==> src/rtl/div_unit.sv <==
// div_unit: iterative 32-bit integer divider (DIV/DIVU/REM/REMU).
//
// One restoring shift-subtract step per clock over a 33-bit partial
// remainder. Divide-by-zero and signed overflow (MOST_NEG / -1) bypass the
// iteration and finish two edges after acceptance. A normal operation
// finishes 34 edges after acceptance.
//
// Ports:
//   clk_i        rising-edge clock
//   rst_i        asynchronous reset, active-low
//   start_i      request a division (accepted in IDLE or DONE)
//   signed_i     1 = two's-complement operands, 0 = unsigned
//   kill_i       flush: return to IDLE, no done_o, results untouched
//   dividend_i   numerator, captured on acceptance
//   divisor_i    denominator, captured on acceptance
//   busy_o       high in PREP and CALC
//   done_o       one-cycle pulse while in DONE
//   quotient_o   registered quotient, held until the next DONE entry
//   remainder_o  registered remainder, held until the next DONE entry
module div_unit #(
  parameter int DATA_W = 32
) (
  input  logic              clk_i,
  input  logic              rst_i,
  input  logic              start_i,
  input  logic              signed_i,
  input  logic              kill_i,
  input  logic [DATA_W-1:0] dividend_i,
  input  logic [DATA_W-1:0] divisor_i,
  output logic              busy_o,
  output logic              done_o,
  output logic [DATA_W-1:0] quotient_o,
  output logic [DATA_W-1:0] remainder_o
);

  localparam int                CNT_W     = $clog2(DATA_W);
  localparam logic [CNT_W-1:0]  LAST_STEP = CNT_W'(DATA_W - 1);
  localparam logic [DATA_W-1:0] MOST_NEG  = {1'b1, {(DATA_W-1){1'b0}}};

  typedef enum logic [1:0] {S_IDLE, S_PREP, S_CALC, S_DONE} state_t;

  state_t              r_state;
  state_t              w_state_nx;

  logic [DATA_W-1:0]   r_dividend;
  logic [DATA_W-1:0]   r_divisor;
  logic                r_signed;
  logic [DATA_W-1:0]   r_quo;       // dividend bits shift out, quotient bits shift in
  logic [DATA_W-1:0]   r_b;         // divisor magnitude
  logic [DATA_W:0]     r_rem;       // partial remainder
  logic [CNT_W-1:0]    r_cnt;
  logic [DATA_W-1:0]   r_quotient;
  logic [DATA_W-1:0]   r_remainder;

  logic                w_accept;
  logic                w_a_neg;
  logic                w_b_neg;
  logic                w_div0;
  logic                w_ovf;
  logic [DATA_W:0]     w_rem_sh;
  logic [DATA_W:0]     w_diff;
  logic                w_qbit;
  logic [DATA_W:0]     w_rem_nx;
  logic [DATA_W-1:0]   w_quo_nx;

  // Two's-complement negate when en is set (also serves as absolute value).
  function automatic logic [DATA_W-1:0] neg_if(input logic [DATA_W-1:0] v,
                                               input logic              en);
    return en ? -v : v;
  endfunction

  assign w_accept = start_i && !kill_i && (r_state == S_IDLE || r_state == S_DONE);

  // Sign flags come from the captured operands, which stay frozen until the
  // next acceptance, so they are still valid when the result is written.
  assign w_a_neg = r_signed & r_dividend[DATA_W-1];
  assign w_b_neg = r_signed & r_divisor[DATA_W-1];
  assign w_div0  = (r_divisor == '0);
  assign w_ovf   = r_signed && (r_dividend == MOST_NEG) && (r_divisor == '1);

  // Restoring step: the borrow out of the 33-bit subtract decides the
  // quotient bit; on borrow the shifted remainder is kept unchanged.
  assign w_rem_sh = {r_rem[DATA_W-1:0], r_quo[DATA_W-1]};
  assign w_diff   = w_rem_sh - {1'b0, r_b};
  assign w_qbit   = ~w_diff[DATA_W];
  assign w_rem_nx = w_qbit ? w_diff : w_rem_sh;
  assign w_quo_nx = {r_quo[DATA_W-2:0], w_qbit};

  always_ff @(posedge clk_i or negedge rst_i) begin
    if (!rst_i) r_state <= S_IDLE;
    else        r_state <= w_state_nx;
  end

  always_comb begin
    w_state_nx = r_state;
    case (r_state)
      S_IDLE:  if (w_accept) w_state_nx = S_PREP;
      S_PREP:  w_state_nx = (w_div0 || w_ovf) ? S_DONE : S_CALC;
      S_CALC:  if (r_cnt == LAST_STEP) w_state_nx = S_DONE;
      S_DONE:  w_state_nx = w_accept ? S_PREP : S_IDLE;
      default: w_state_nx = S_IDLE;
    endcase
    if (kill_i) w_state_nx = S_IDLE;
  end

  always_ff @(posedge clk_i or negedge rst_i) begin
    if (!rst_i) begin
      r_dividend  <= '0;
      r_divisor   <= '0;
      r_signed    <= 1'b0;
      r_quo       <= '0;
      r_b         <= '0;
      r_rem       <= '0;
      r_cnt       <= '0;
      r_quotient  <= '0;
      r_remainder <= '0;
    end else if (!kill_i) begin
      if (w_accept) begin
        r_dividend <= dividend_i;
        r_divisor  <= divisor_i;
        r_signed   <= signed_i;
      end
      case (r_state)
        S_PREP: begin
          r_quo <= neg_if(r_dividend, w_a_neg);
          r_b   <= neg_if(r_divisor, w_b_neg);
          r_rem <= '0;
          r_cnt <= '0;
          if (w_div0) begin
            r_quotient  <= '1;
            r_remainder <= r_dividend;
          end else if (w_ovf) begin
            r_quotient  <= MOST_NEG;
            r_remainder <= '0;
          end
        end
        S_CALC: begin
          r_quo <= w_quo_nx;
          r_rem <= w_rem_nx;
          r_cnt <= r_cnt + 1'b1;
          // Last step: write the sign-corrected result straight from the step logic.
          if (r_cnt == LAST_STEP) begin
            r_quotient  <= neg_if(w_quo_nx, w_a_neg ^ w_b_neg);
            r_remainder <= neg_if(w_rem_nx[DATA_W-1:0], w_a_neg);
          end
        end
        default: ;
      endcase
    end
  end

  assign busy_o      = (r_state == S_PREP) || (r_state == S_CALC);
  assign done_o      = (r_state == S_DONE);
  assign quotient_o  = r_quotient;
  assign remainder_o = r_remainder;

endmodule

==> config.mk <==
export PLATFORM = sky130hd
export DESIGN_NAME = div_unit
export DESIGN_NICKNAME = d
export VERILOG_FILES = /design/src/rtl/div_unit.sv
export SDC_FILE = /design/constraint.sdc
export NUM_CORES = 1
export LEC_CHECK = 0
export BUFFER_PORTS_ARGS = -buffer_cell sky130_fd_sc_hd__buf_2
export CORE_AREA = 10 10 284 150
export DETAILED_ROUTE_END_ITERATION = 8
export DIE_AREA = 0 0 294 160
export PLACE_DENSITY = 0.6
export SYNTH_ARGS = -nofsm -noshare
export SYNTH_HDL_FRONTEND = slang
export SYNTH_SLANG_ARGS = --single-unit
==> constraint.sdc <==
create_clock -name clk_i -period 8.3 [get_ports clk_i]
set_input_delay 0.83 -clock clk_i [delete_from_list [all_inputs] [get_ports clk_i]]
set_output_delay 0.83 -clock clk_i [all_outputs]
set_load 0.05 [all_outputs]
# Word-level counts from Yosys, hierarchy flattened
# Cells that the tools add are included.
# W data, S select, Z words.
[classes]
addsub = 6
multipliers = 0
n_div = 0
magnitude_cmp = 0
n_eq_ne = 10
shift = 0
n_mux = 22
n_bitwise = 5
reduce_logical = 16
[op_table]
columns = ["operator", "n"]
rows = [
  ["$mux W32", 11],
  ["$pmux W32 S2", 4],
  ["$neg A32 Y32", 4],
  ["$eq A32 B32 Y1 const B", 2],
  ["$sub A33 B32 Y33", 1],
  ["$logic_not A32 Y1", 1],
  ["$pmux W5 S2", 1],
  ["$ne A3 B3 Y1 const B", 3],
  ["$pmux W2 S4", 1],
  ["$reduce_and A2 Y1", 4],
  ["$mux W2", 3],
  ["$add A5 B1 Y5 const B", 1],
  ["$eq A5 B5 Y1 const B", 1],
  ["$eq A2 B2 Y1 const B", 2],
  ["$logic_and A1 B1 Y1", 4],
  ["$reduce_and A4 Y1", 1],
  ["$logic_or A1 B1 Y1", 3],
  ["$and A1 B1 Y1", 2],
  ["$eq A2 B1 Y1 const B", 1],
  ["$logic_not A2 Y1", 1],
  ["$mux W1", 2],
  ["$ne A2 B2 Y1 const B", 1],
  ["$not A1 Y1", 2],
  ["$reduce_bool A2 Y1", 1],
  ["other kinds (2)", 2],
]
[totals]
ff_bits = 232
latchBits = 0
mem_bits_rw = 0
mem_bits_ro = 0
inputBits = 69
mem_count = 0

# Longest topological paths before layout
# Gate-level depths: netlist of run 1.
[logic_depth]
word_depth = 7
ltp_mapped = 23

# Least setup slack after synthesis of run 1
# Ideal clock, no wire load.
[synth_path]
kind = "register to register"
start = "register r_quo[31]"
end = "register r_remainder[22] (netlist: remainder_o[22])"
setup_ps = 130
arrival_ps = 4297
t_required_ps = 8170
slack_ps = 3873
stages_incl_launch_ff = 24
path_buffers = 2
synth_period_minus_slack_ps = 4427
cell_sequence = "dfrtp_1 -> inv_1 -> ha_1 -> fa_1 -> nand2b_1 -> a2111oi_4 -> o31a_2 -> o211ai_2 -> and3_4 -> nor2_4 -> inv_2 -> buf_2 -> buf_2 -> nor2_1 -> a21oi_1 -> ha_1 -> and4b_1 -> o211a_1 -> a41oi_1 -> nor3_2 -> and2_1 -> a21oi_1 -> xor2_1 -> o221ai_2"
[synth_between]
elab_chain_len = 6
[synth_rtl]
columns = ["element", "line", "source"]
rows = [
  ["from (decl)", "48", "logic [DATA_W-1:0] r_quo;"],
  ["from (signal assigned)", "125", "r_quo <= neg_if(r_dividend, w_a_neg);"],
  ["from (signal assigned)", "138", "r_quo <= w_quo_nx;"],
  ["$sub A33 B32 Y33", "84", "assign w_diff = w_rem_sh - {1'b0, r_b};"],
  ["$mux W32 (*)", "86", "assign w_rem_nx = w_qbit ? w_diff : w_rem_sh;"],
  ["$neg A32 Y32", "69", "return en ? -v : v;"],
  ["$mux W32 (*)", "69", ""],
  ["$mux W32 (*)", "142", "if (r_cnt == LAST_STEP) begin"],
  ["$pmux W32 S2 (*)", "123", "case (r_state)"],
  ["to (signal assigned)", "131", "r_remainder <= r_dividend;"],
  ["to (signal assigned)", "144", "r_remainder <= neg_if(w_rem_nx[DATA_W-1:0], w_a_neg);"],
  ["to (decl)", "53", "logic [DATA_W-1:0] r_remainder;"],
]
# Mark *: on every way between the ends. The rest lies on a longest branch, timed or not. The select of a mux whose other input is x is not followed.
# A chain may end at the register's enable or synchronous reset.

# Worst setup path in the final report of run 1
# Ends and elaborated chain as after synthesis.

==> run metrics, run 1 <==
Post-DP HPWL=34600 µm; ys flop type=dfrtp_1; # diodes=0; Resized cells post-CTS=0; Max VDD drop=198 µV; syn nets=1803; initial antenna violation count=2; skew final=0.0108 ns; ys async rst share=100%; Starting Density=39.1%; Post-synth EDFFs=0; CP Data Required Time=8.70 ns; FILL cells=3702; nets@finish=1879; largest net degree at the start of global routing=105; Inserted Clock Buffers=24; FF-to-FF setup slack=3.06 ns; Worst Path Max Fanout=6; worst-skew pair later-pin latency=0.55 ns; Mapped Area=0.0148 mm²; Yosys top cell by area=dfrtp_1; Core Rows=51; setup TNS=0 ns; post-CTS setup buffer count=0; hold_ws=0.332 ns; power per cell area=453 mW/mm²; placed instance count=2242; Yosys reg bits=232; number of I/O pins=135; CTS sink cnt=232; R2R depth=20; reg-to-reg endpoint=remainder_o[22]; sequential share of the synthesized area=39.1%; status=finished, final reports clean; # setup viols final=0; Synth area leaders=dfrtp_1 39%, o21ai_0 6.0%, nand2_1 5.9%; PortBufs=134; Worst Path Arrival=5.64 ns; die area=0.0470 mm²; Post-Layout Cell Count=2286; Clock Path Buffers=3; area of the multi-input gates=0.00839 mm²; Clock Pin Slew Worst Setup and Hold Paths=0.07 ns; gr ovfl total=0; number of max-cap violations=0; RSZ-0062 raised after global routing=no; Vias=13000; most common cell in the synthesized netlist=nand2_1; Synth warnings=0; Routed WL=46000 µm; fmax=191 MHz; first-pass GRT wire length=72200 µm; cts hold-fix bufs=0; layout cell share with drive strength beyond 1=16.4%; worst hold path type=input pin to async pin; area grow syn2layout=13.4%; top-area cell type share of the netlist area=39.1%; core area=0.0380 mm²; Fin. Hold Viols=0; DRC violations left=0; die height=160 µm; vias in the first global route=12300; worst slew pin tran=1.14 ns; DRT Pass-1 Iters=5; H-Tree Depth=1; sequential cell area=0.00581 mm²; Root Buffer=clkbuf_16; worst r2r src=r_quo[31]; GR Util All Layers=19.0%; Unique masters post-synth=90; worst setup path category=flop to flop; CP Launch Type=flop; vias per std cell=5.69; Final Util=44.3%; synthesized instance count=1689; 1st-iter DRT viols=1169; final worst path period share=63.1%; Avg Cell Area, Syn=8.78 µm²; max-slew violations=0; final instance area=0.0168 mm²; CTS tree=done; leakage=7.38 nW; placed cell area=0.0159 mm²; mean routed wirelength per cell=20.1 µm; die width=294 µm; Routed Antenna Nets=0; gpl congestion=0.902; Rel. slew slack=23.8%; post-layout min period=5.24 ns; synth cell count leaders=234 x nand2_1, 232 x dfrtp_1, 179 x o21ai_0; CP endpoint kind=flop
-- how the worst max path moves through the flow --
stage                          from              end  slack [ns]
after floorplan           r_quo[31]  remainder_o[22]        3.87
after global routing      r_quo[31]  remainder_o[28]        2.85
after detailed placement  r_quo[31]  remainder_o[22]        3.26
after CTS                 r_quo[31]  remainder_o[22]        3.20
after global placement    r_quo[31]   quotient_o[28]        3.50
final                     r_quo[31]  remainder_o[22]        3.06
-- through the flow --
stage	power [mW]	setup WS (ns)
after floorplan	5.16	3.87
after global placement	6.19	3.50
after detailed placement	6.24	3.26
after CTS	7.59	3.20
after global routing	8.19	2.85
final	7.62	3.06
-- critical path: stages, from the launching register on --
cell and delay, ns:
dfrtp_1 0.40, inv_1 0.07, ha_1 0.23, fa_1 0.40, nand2b_1 0.23, a2111oi_4 0.45, o31a_2 0.24, o211ai_2 0.12
a21oi_4 0.24, nor2_4 0.06, inv_2 0.11, nor2_1 0.05, a21oi_1 0.24, ha_1 0.31, nor3b_1 0.44, a41oi_1 0.30
nor3_2 0.55, and2_1 0.26, a21oi_1 0.09, xor2_1 0.19, o221ai_2 0.11
-- final cells by class --
| class | count | area share [%] |
|---|---|---|
| clock buffer | 33 | 4.26 |
| timing repair buffer | 150 | 4.76 |
| multi-input combinational | 1295 | 49.9 |
| tap | 503 | 3.74 |
| inverter | 62 | 1.39 |
| clock inverter | 11 | 1.43 |
| sequential | 232 | 34.5 |
-- power by group --
group          switching [mW]  internal (mW)  total [mW]
Sequential              0.535           1.54        2.08
Clock                   0.497          0.823        1.32
Combinational            2.70           1.52        4.22
-- layer usage --
layer	part of all wire [%]	wire, µm	GRT usage (%)
met4	1.7	768	3.18
met1	52	23700	30.1
met3	7.5	3470	3.74
met5	0	0	0
met2	39	18000	25.9
-- placed cells by master (no fill, tap or decap), types with 14 or more instances in the layout --
master	count
nand2_1	233
dfrtp_1	232
o21ai_0	179
buf_2	133
a21oi_1	130
nor2_1	97
xnor2_1	72
mux2_2	62
inv_1	60
xor2_1	57
ha_1	43
nor3_1	31
a21o_1	27
clkbuf_16	25
mux2i_1	24
nor4_1	22
or3_1	19
nand2b_1	18
o31ai_1	18
nand4_1	17
o21ai_1	17
nand3_1	16
buf_4	16
a211oi_1	15
and3_1	14
-- cells by family after synthesis --
kind of cell | synth area share [%]
compound gates | 21.5
xor+xnor | 7.62
fa+ha+maj | 3.85
buf+inv | 4.52
flops | 39.1
mux | 6.43
simple gates | 16.9
-- state kept, by name, indices dropped and copies added, names as in the netlist, 5 cells and up --
name / flops
quotient_o: 32
r_b: 32
r_dividend: 32
r_divisor: 32
r_quo: 32
r_rem: 32
remainder_o: 32
r_cnt: 5
Power figures use the tool's default switching activity.
==> run 2: changes to the inputs <==
ABC_AREA = 1   (was unset)
CORE_AREA = 10 10 294 155   (was 10 10 284 150)
DIE_AREA = 0 0 304 165   (was 0 0 294 160)
PLACE_DENSITY = 0.62   (was 0.6)
clock period = 4.65 ns   (was 8.3 ns; I/O delays follow)
==> run 2 against run 1 <==
The flow now finishes with violations (negative hold slack). Sequential share of layout area is 2.3 points lower. Synthesized area is 7.4% higher. Die area is 6.6% higher. Register-to-register slack worse by 2.3 ns. Wire length is 16% higher. Sequential power is 84% higher. Largest cell class unchanged. Largest power group unchanged.
==> run metrics, run 2 <==
Crit path max-delay family=simple AND/OR/NAND/NOR gates (was compound AO/OA/AOI/OAI gates); most frequent CP cell=nand2_1; area grow syn2layout=12.9% (was 13.4%); Fin. Hold Viols=19 (was 0); post-CTS setup buffer count=0 (unchanged); sequential share of the synthesized area=36.4% (was 39.1%); worst hold path type=input pin to async pin (unchanged); nets@finish=2480 (was 1879); failing checks=negative hold slack; Post-synth EDFFs=0 (unchanged); Starting Density=39.7% (was 39.1%); Synth area leaders=dfrtp_1 36%, nand2_1 14%, inv_1 6.8% (was dfrtp_1 39%, o21ai_0 6.0%, nand2_1 5.9%); worst slew pin tran=0.948 ns (was 1.14 ns); Post-DP HPWL=40500 µm (was 34600 µm); Worst Path Max Fanout=48 (was 6); commonest non-fill, non-tap cell in the layout=nand2_1 (unchanged); mean routed wirelength per cell=18.2 µm (was 20.1 µm); most frequent cells in the layout=589 x nand2_1, 288 x inv_1, 250 x nor2_1 (was 233 x nand2_1, 232 x dfrtp_1, 179 x o21ai_0); CP endpoint kind=flop (unchanged); CTS sink cnt=232 (unchanged); number of max-cap violations=0 (unchanged); die height=165 µm (was 160 µm); fmax=257 MHz (was 191 MHz); leakage=9.38 nW (was 7.38 nW); Worst Path Arrival=4.36 ns (was 5.64 ns); layout cell share with drive strength beyond 1=13.7% (was 16.4%); worst-skew pair later-pin latency=0.55 ns (about the same); post-layout min period=3.89 ns (was 5.24 ns); Yosys reg bits=232 (unchanged); Root Buffer=clkbuf_16 (unchanged); die width=304 µm (was 294 µm); ys async rst share=100% (unchanged); Mapped Area=0.0159 mm² (was 0.0148 mm²); number of I/O pins=135 (unchanged); Vias=15400 (was 13000); Clock Pin Slew Worst Setup and Hold Paths=0.06 ns (was 0.07 ns); worst setup path category=flop to flop (unchanged); PortBufs=134 (unchanged); Routed WL=53300 µm (was 46000 µm); most common cell in the synthesized netlist=nand2_1 (unchanged); Routed Antenna Nets=0 (unchanged); Crit path largest cell delay=0.47 ns (was 0.55 ns); initial antenna violation count=0 (was 2); CP Launch Type=flop (unchanged); CTS tree=done (unchanged); vias per std cell=5.26 (was 5.69); largest net degree at the start of global routing=107 (was 105); DRT Pass-1 Iters=5 (unchanged); H-Tree Depth=1 (unchanged); CP Data Required Time=5.12 ns (was 8.70 ns); Core Rows=52 (was 51); RSZ-0062 raised after global routing=no (unchanged); gr ovfl total=0 (unchanged); final worst path period share=83.6% (was 63.1%); status=finished with violations (was finished, final reports clean); skew final=0.0197 ns (was 0.0108 ns); max-slew violations=0 (unchanged); Resized cells post-CTS=0 (unchanged); Synth warnings=0 (unchanged); gpl congestion=0.941 (was 0.902); core area=0.0401 mm² (was 0.0380 mm²); Max VDD drop=394 µV (was 198 µV); Avg Cell Area, Syn=7.05 µm² (was 8.78 µm²); Final Power=15.3 mW (was 7.62 mW); pre-CTS setup slack=0.805 ns (was 3.26 ns); synth cell count leaders=591 x nand2_1, 288 x inv_1, 251 x nor2_1 (was 234 x nand2_1, 232 x dfrtp_1, 179 x o21ai_0); first-pass GRT wire length=83100 µm (was 72200 µm); top-area cell type share of the netlist area=36.4% (was 39.1%); setup TNS=0 ns (unchanged); # setup viols final=0 (unchanged); vias in the first global route=14800 (was 12300); power per cell area=853 mW/mm² (was 453 mW/mm²); final worst slack=0.762 ns (was 3.06 ns); die area=0.0502 mm² (was 0.0470 mm²); cts hold-fix bufs=0 (unchanged); Yosys top cell by area=dfrtp_1 (unchanged); synthesized instance count=2259 (was 1689); syn nets=2373 (was 1803); Final Util=44.8% (was 44.3%); 1st-iter DRT viols=1611 (was 1169); Buf/Inv on CP=2 (unchanged); GR Util All Layers=20.6% (was 19.0%); slowest stage cell, crit path=nand2_4 (was nor3_2); Inserted Clock Buffers=25 (was 24); Unique masters post-synth=54 (was 90); DRC violations left=0 (unchanged); ys flop type=dfrtp_1 (unchanged); # diodes=0 (unchanged); hold_ws=-0.0221 ns (was 0.332 ns); Rel. slew slack=36.4% (was 23.8%); Clock Path Buffers=3 (unchanged)
-- run 2: kinds of logic (layout without fill, tap and decap cells) --
| kind of cell | Yosys count | count (layout) | share of synthesized area, % |
|---|---|---|---|
| XOR/XNOR | 70 | 70 | 3.85 |
| adder cells (fa/ha/maj) | 45 | 45 | 3.58 |
| AO/OA/AOI/OAI | 358 | 358 | 13.1 |
| buffers and inverters | 377 | 502 | 9.67 |
| multiplexers | 33 | 33 | 2.33 |
| flip-flops | 232 | 232 | 36.4 |
| AND/OR/NAND/NOR | 1144 | 1144 | 31.0 |
-- run 2: final timing paths --
check                           cells past startpoint  slack [ns]           from         endpoint
worst min register to register                      2        0.48  quotient_o[9]    quotient_o[9]
worst max-delay path                               25        0.76      r_quo[31]  remainder_o[28]
min in group clk_i                                  2        0.14  dividend_i[6]    r_dividend[6]
max in group asynchronous                           2        3.62          rst_i     r_divisor[6]
worst max register to register                     25        0.76      r_quo[31]  remainder_o[28]
worst min-delay path                                1       -0.02          rst_i   quotient_o[12]
-- run 2: per-stage QoR --
step | cell area, µm² | cells
global route | 18000 | 2924
floorplan | 15900 | 2259
CTS | 18000 | 2924
global placement | 17100 | 2879
detailed placement | 17100 | 2879
finish | 18000 | 2924
-- run 2: layout make-up --
class	instances	area, µm²
Clock buffer	32	692
Tap cell	540	676
Fill cell	4050	22200
Sequential cell	232	5810
Inverter	295	1110
Multi-Input combinational cell	1650	8610
Clock inverter	13	188
Timing Repair Buffer	162	903
-- run 2: layer usage --
layer	up-vias	routed length, µm	global-route usage, %
met4	0	1620	6.20
met3	78	3010	2.52
met5	-	0	0
met1	7295	24300	28.0
met2	452	24400	34.0
li1	7565	-	-
-- run 2: worst register-to-register path, cell delays in order (launching register included) --
cell     delay, ns
dfrtp_1       0.32
inv_1         0.06
ha_1          0.23
fa_1          0.41
inv_1         0.10
nand2_1       0.05
nand2_1       0.08
nand3_1       0.08
nand2_2       0.11
nand2_1       0.07
nand2_2       0.09
nand2_4       0.07
nand2_4       0.09
nand2_4       0.08
nand2_4       0.47
nand2_1       0.13
nand2_1       0.15
ha_1          0.25
nand3_2       0.09
nand2_2       0.11
nand2_1       0.13
nor2_4        0.24
nand3_1       0.11
nand2_1       0.07
nand3_1       0.07
a21oi_1       0.16
-- run 2: power by group --
part           switching (mW)  internal (mW)
sequential              0.900           2.92
clock                   0.904           1.28
combinational            6.54           2.81
total                    8.34           7.00
==> run 3: changes to the inputs <==
ABC_AREA = 0   (was 1)
CORE_AREA = 10 10 284 150   (was 10 10 294 155)
DIE_AREA = 0 0 294 160   (was 0 0 304 165)
PLACE_DENSITY = 0.6   (was 0.62)
clock period = 3.95 ns   (was 4.65 ns; I/O delays follow)
==> run 3 against run 2 <==
The flow finishes with violations (negative setup slack). Via count down 10%. Die area down 6.2%. Critical path depth down 2. Register-to-register slack worse by 1.0 ns. Final area up 3.6%. Hold slack better by 0.070 ns. Total power up 19%. Clock power up 20%. Clock skew down 0.0056 ns. Cell count down 15%. Clock-buffer cell count down 1. Non-clock buffer count up 177.
==> run metrics, run 3 (synthesis results as in run 1) <==
status=finished with violations (unchanged); failing checks=negative setup slack (was negative hold slack); leakage=8.38 nW (was 9.38 nW); core area=0.0380 mm² (was 0.0401 mm²); layout cell share with drive strength beyond 1=27.1% (was 13.7%); CP Launch Type=flop (unchanged); CTS tree=done (unchanged); FILL cells=3584 (was 4050); max-slew violations=0 (unchanged); Vias=13800 (was 15400); most frequent cells in the layout=232 x dfrtp_1, 231 x nand2_1, 191 x buf_4 (was 589 x nand2_1, 288 x inv_1, 250 x nor2_1); Starting Density=39.1% (was 39.7%); CP endpoint kind=flop (unchanged); FF-to-FF setup slack=-0.24 ns (was 0.76 ns); worst setup path category=flop to flop (unchanged); area grow syn2layout=25.6% (was 12.9%); Fin. Hold Viols=0 (was 19); number of max-cap violations=0 (unchanged); number of I/O pins=135 (unchanged); nets@finish=2069 (was 2480); final instance area=0.0186 mm² (was 0.0180 mm²); initial antenna violation count=1 (was 0); CP Data Required Time=4.41 ns (was 5.12 ns); Inserted Clock Buffers=25 (unchanged); placed cell area=0.0173 mm² (was 0.0171 mm²); # setup viols final=17 (was 0); largest net degree at the start of global routing=104 (was 107); Clock Pin Slew Worst Setup and Hold Paths=0.07 ns (was 0.06 ns); Max VDD drop=415 µV (was 394 µV); power per cell area=978 mW/mm² (was 853 mW/mm²); DRT met1 WL=25000 µm (was 24300 µm); CTS sink cnt=232 (unchanged); Core Rows=51 (was 52); Clock Path Buffers=3 (unchanged); GR Util All Layers=20.3% (was 20.6%); Rel. slew slack=23.1% (was 36.4%); commonest non-fill, non-tap cell in the layout=dfrtp_1 (was nand2_1); pre-CTS setup slack=-0.388 ns (was 0.805 ns); Worst Path Arrival=4.66 ns (was 4.36 ns); vias in the first global route=13300 (was 14800); DRC violations left=0 (unchanged); Met3 Wirelength=3860 µm (was 3010 µm); post-layout min period=4.19 ns (was 3.89 ns); wire length on met2=19600 µm (was 24400 µm); final worst path period share=106% (was 83.6%); Post-DP HPWL=37300 µm (was 40500 µm); first-pass GRT wire length=77000 µm (was 83100 µm); H-Tree Depth=1 (unchanged); vias per std cell=5.57 (was 5.26); PortBufs=134 (unchanged); gr ovfl total=0 (unchanged); fmax=238 MHz (was 257 MHz); die width=294 µm (was 304 µm); die area=0.0470 mm² (was 0.0502 mm²); worst slew pin tran=1.15 ns (was 0.948 ns); DRT Pass-1 Iters=7 (was 5); gpl congestion=0.899 (was 0.941); highest metal used=met4 (unchanged); Worst Path Max Fanout=6 (was 48); Root Buffer=clkbuf_16 (unchanged); skew final=0.0141 ns (was 0.0197 ns); final worst slack=-0.244 ns (was 0.762 ns); Routed Antenna Nets=0 (unchanged); setup TNS=-1.90 ns (was 0 ns); worst-skew pair later-pin latency=0.55 ns (about the same); 1st-iter DRT viols=1185 (was 1611); RSZ-0062 raised after global routing=yes (was no); die height=160 µm (was 165 µm); hold_ws=0.0475 ns (was -0.0221 ns); Routed WL=49100 µm (was 53300 µm); mean routed wirelength per cell=19.8 µm (was 18.2 µm); worst hold path type=input pin to flop (was input pin to async pin)
==> run 3: report_power, final <==
part           leakage, nW  total, mW  switching (mW)  internal (mW)
registers             2.99       4.32            1.08           3.24
clock network        0.432       2.62            1.07           1.55
logic                 4.96       11.3            6.49           4.81
total                 8.38       18.2            8.64           9.59
==> run 3: layer usage <==
metal / vias up / GRT usage (%)
met4: 0 / 3.11
met1: 6732 / 31.5
met2: 452 / 28.3
li1: 6567 / -
met3: 45 / 4.60
met5: - / 0
==> run 3: cell type report <==
type                    instances  area (µm²)  area share [%]
well taps                     503         629            3.38
repair buffers                339        2350            12.6
inverters                      62         239            1.28
diodes                          1        2.50          0.0134
clock inverters                14         204            1.09
flip-flops and latches        232        5810            31.2
clock buffers                  31         678            3.64
multi-input cells            1295        8720            46.8
==> run 3: critical path, stage by stage (launching register included) <==
cell and delay (ns):
dfrtp_1 0.35, inv_1 0.06, ha_2 0.19, fa_2 0.35, nand2b_4 0.17, a2111oi_4 0.37
o31a_2 0.24, o211ai_4 0.10, and3_4 0.21, nor2_4 0.13, inv_6 0.08, nor2_4 0.10
a21oi_4 0.05, ha_4 0.17, and4b_1 0.22, o211a_1 0.14, a41oi_4 0.28, nor3_4 0.07
buf_12 0.14, and2_4 0.16, buf_4 0.12, nor2_1 0.09, o21ai_1 0.08, a32oi_1 0.20
==> run 3: repair_timing <==
item	in CTS	in global routing
hold buffers	1	0
setup buffers	17	5
endpoints found under the hold margin	76	0
endpoints found under the setup margin	27	38
gates resized for setup	29	41
gates cloned	1	0
pin swaps	23	24
==> run 3: final timing paths <==
kind / from / to / cells after the start
setup / recovery: r_quo[31] / remainder_o[28] / 23
hold / removal: divisor_i[21] / r_divisor[21] / 3
setup reg to reg: r_quo[31] / remainder_o[28] / 23
hold reg to reg: quotient_o[8] / quotient_o[8] / 1
max in group asynchronous: rst_i / r_dividend[22] / 3
min in group asynchronous: rst_i / r_b[27] / 2
==> run 3: through the flow <==
step	cells	power [mW]	util (%)
6_report	2477	18.2	49.1
5_1_grt	2476	19.5	49.1
4_1_cts	2471	17.6	48.5
3_5_place_dp	2415	14.5	45.5
3_3_place_gp	2415	14.3	45.5
2_1_floorplan	1689	11.0	-
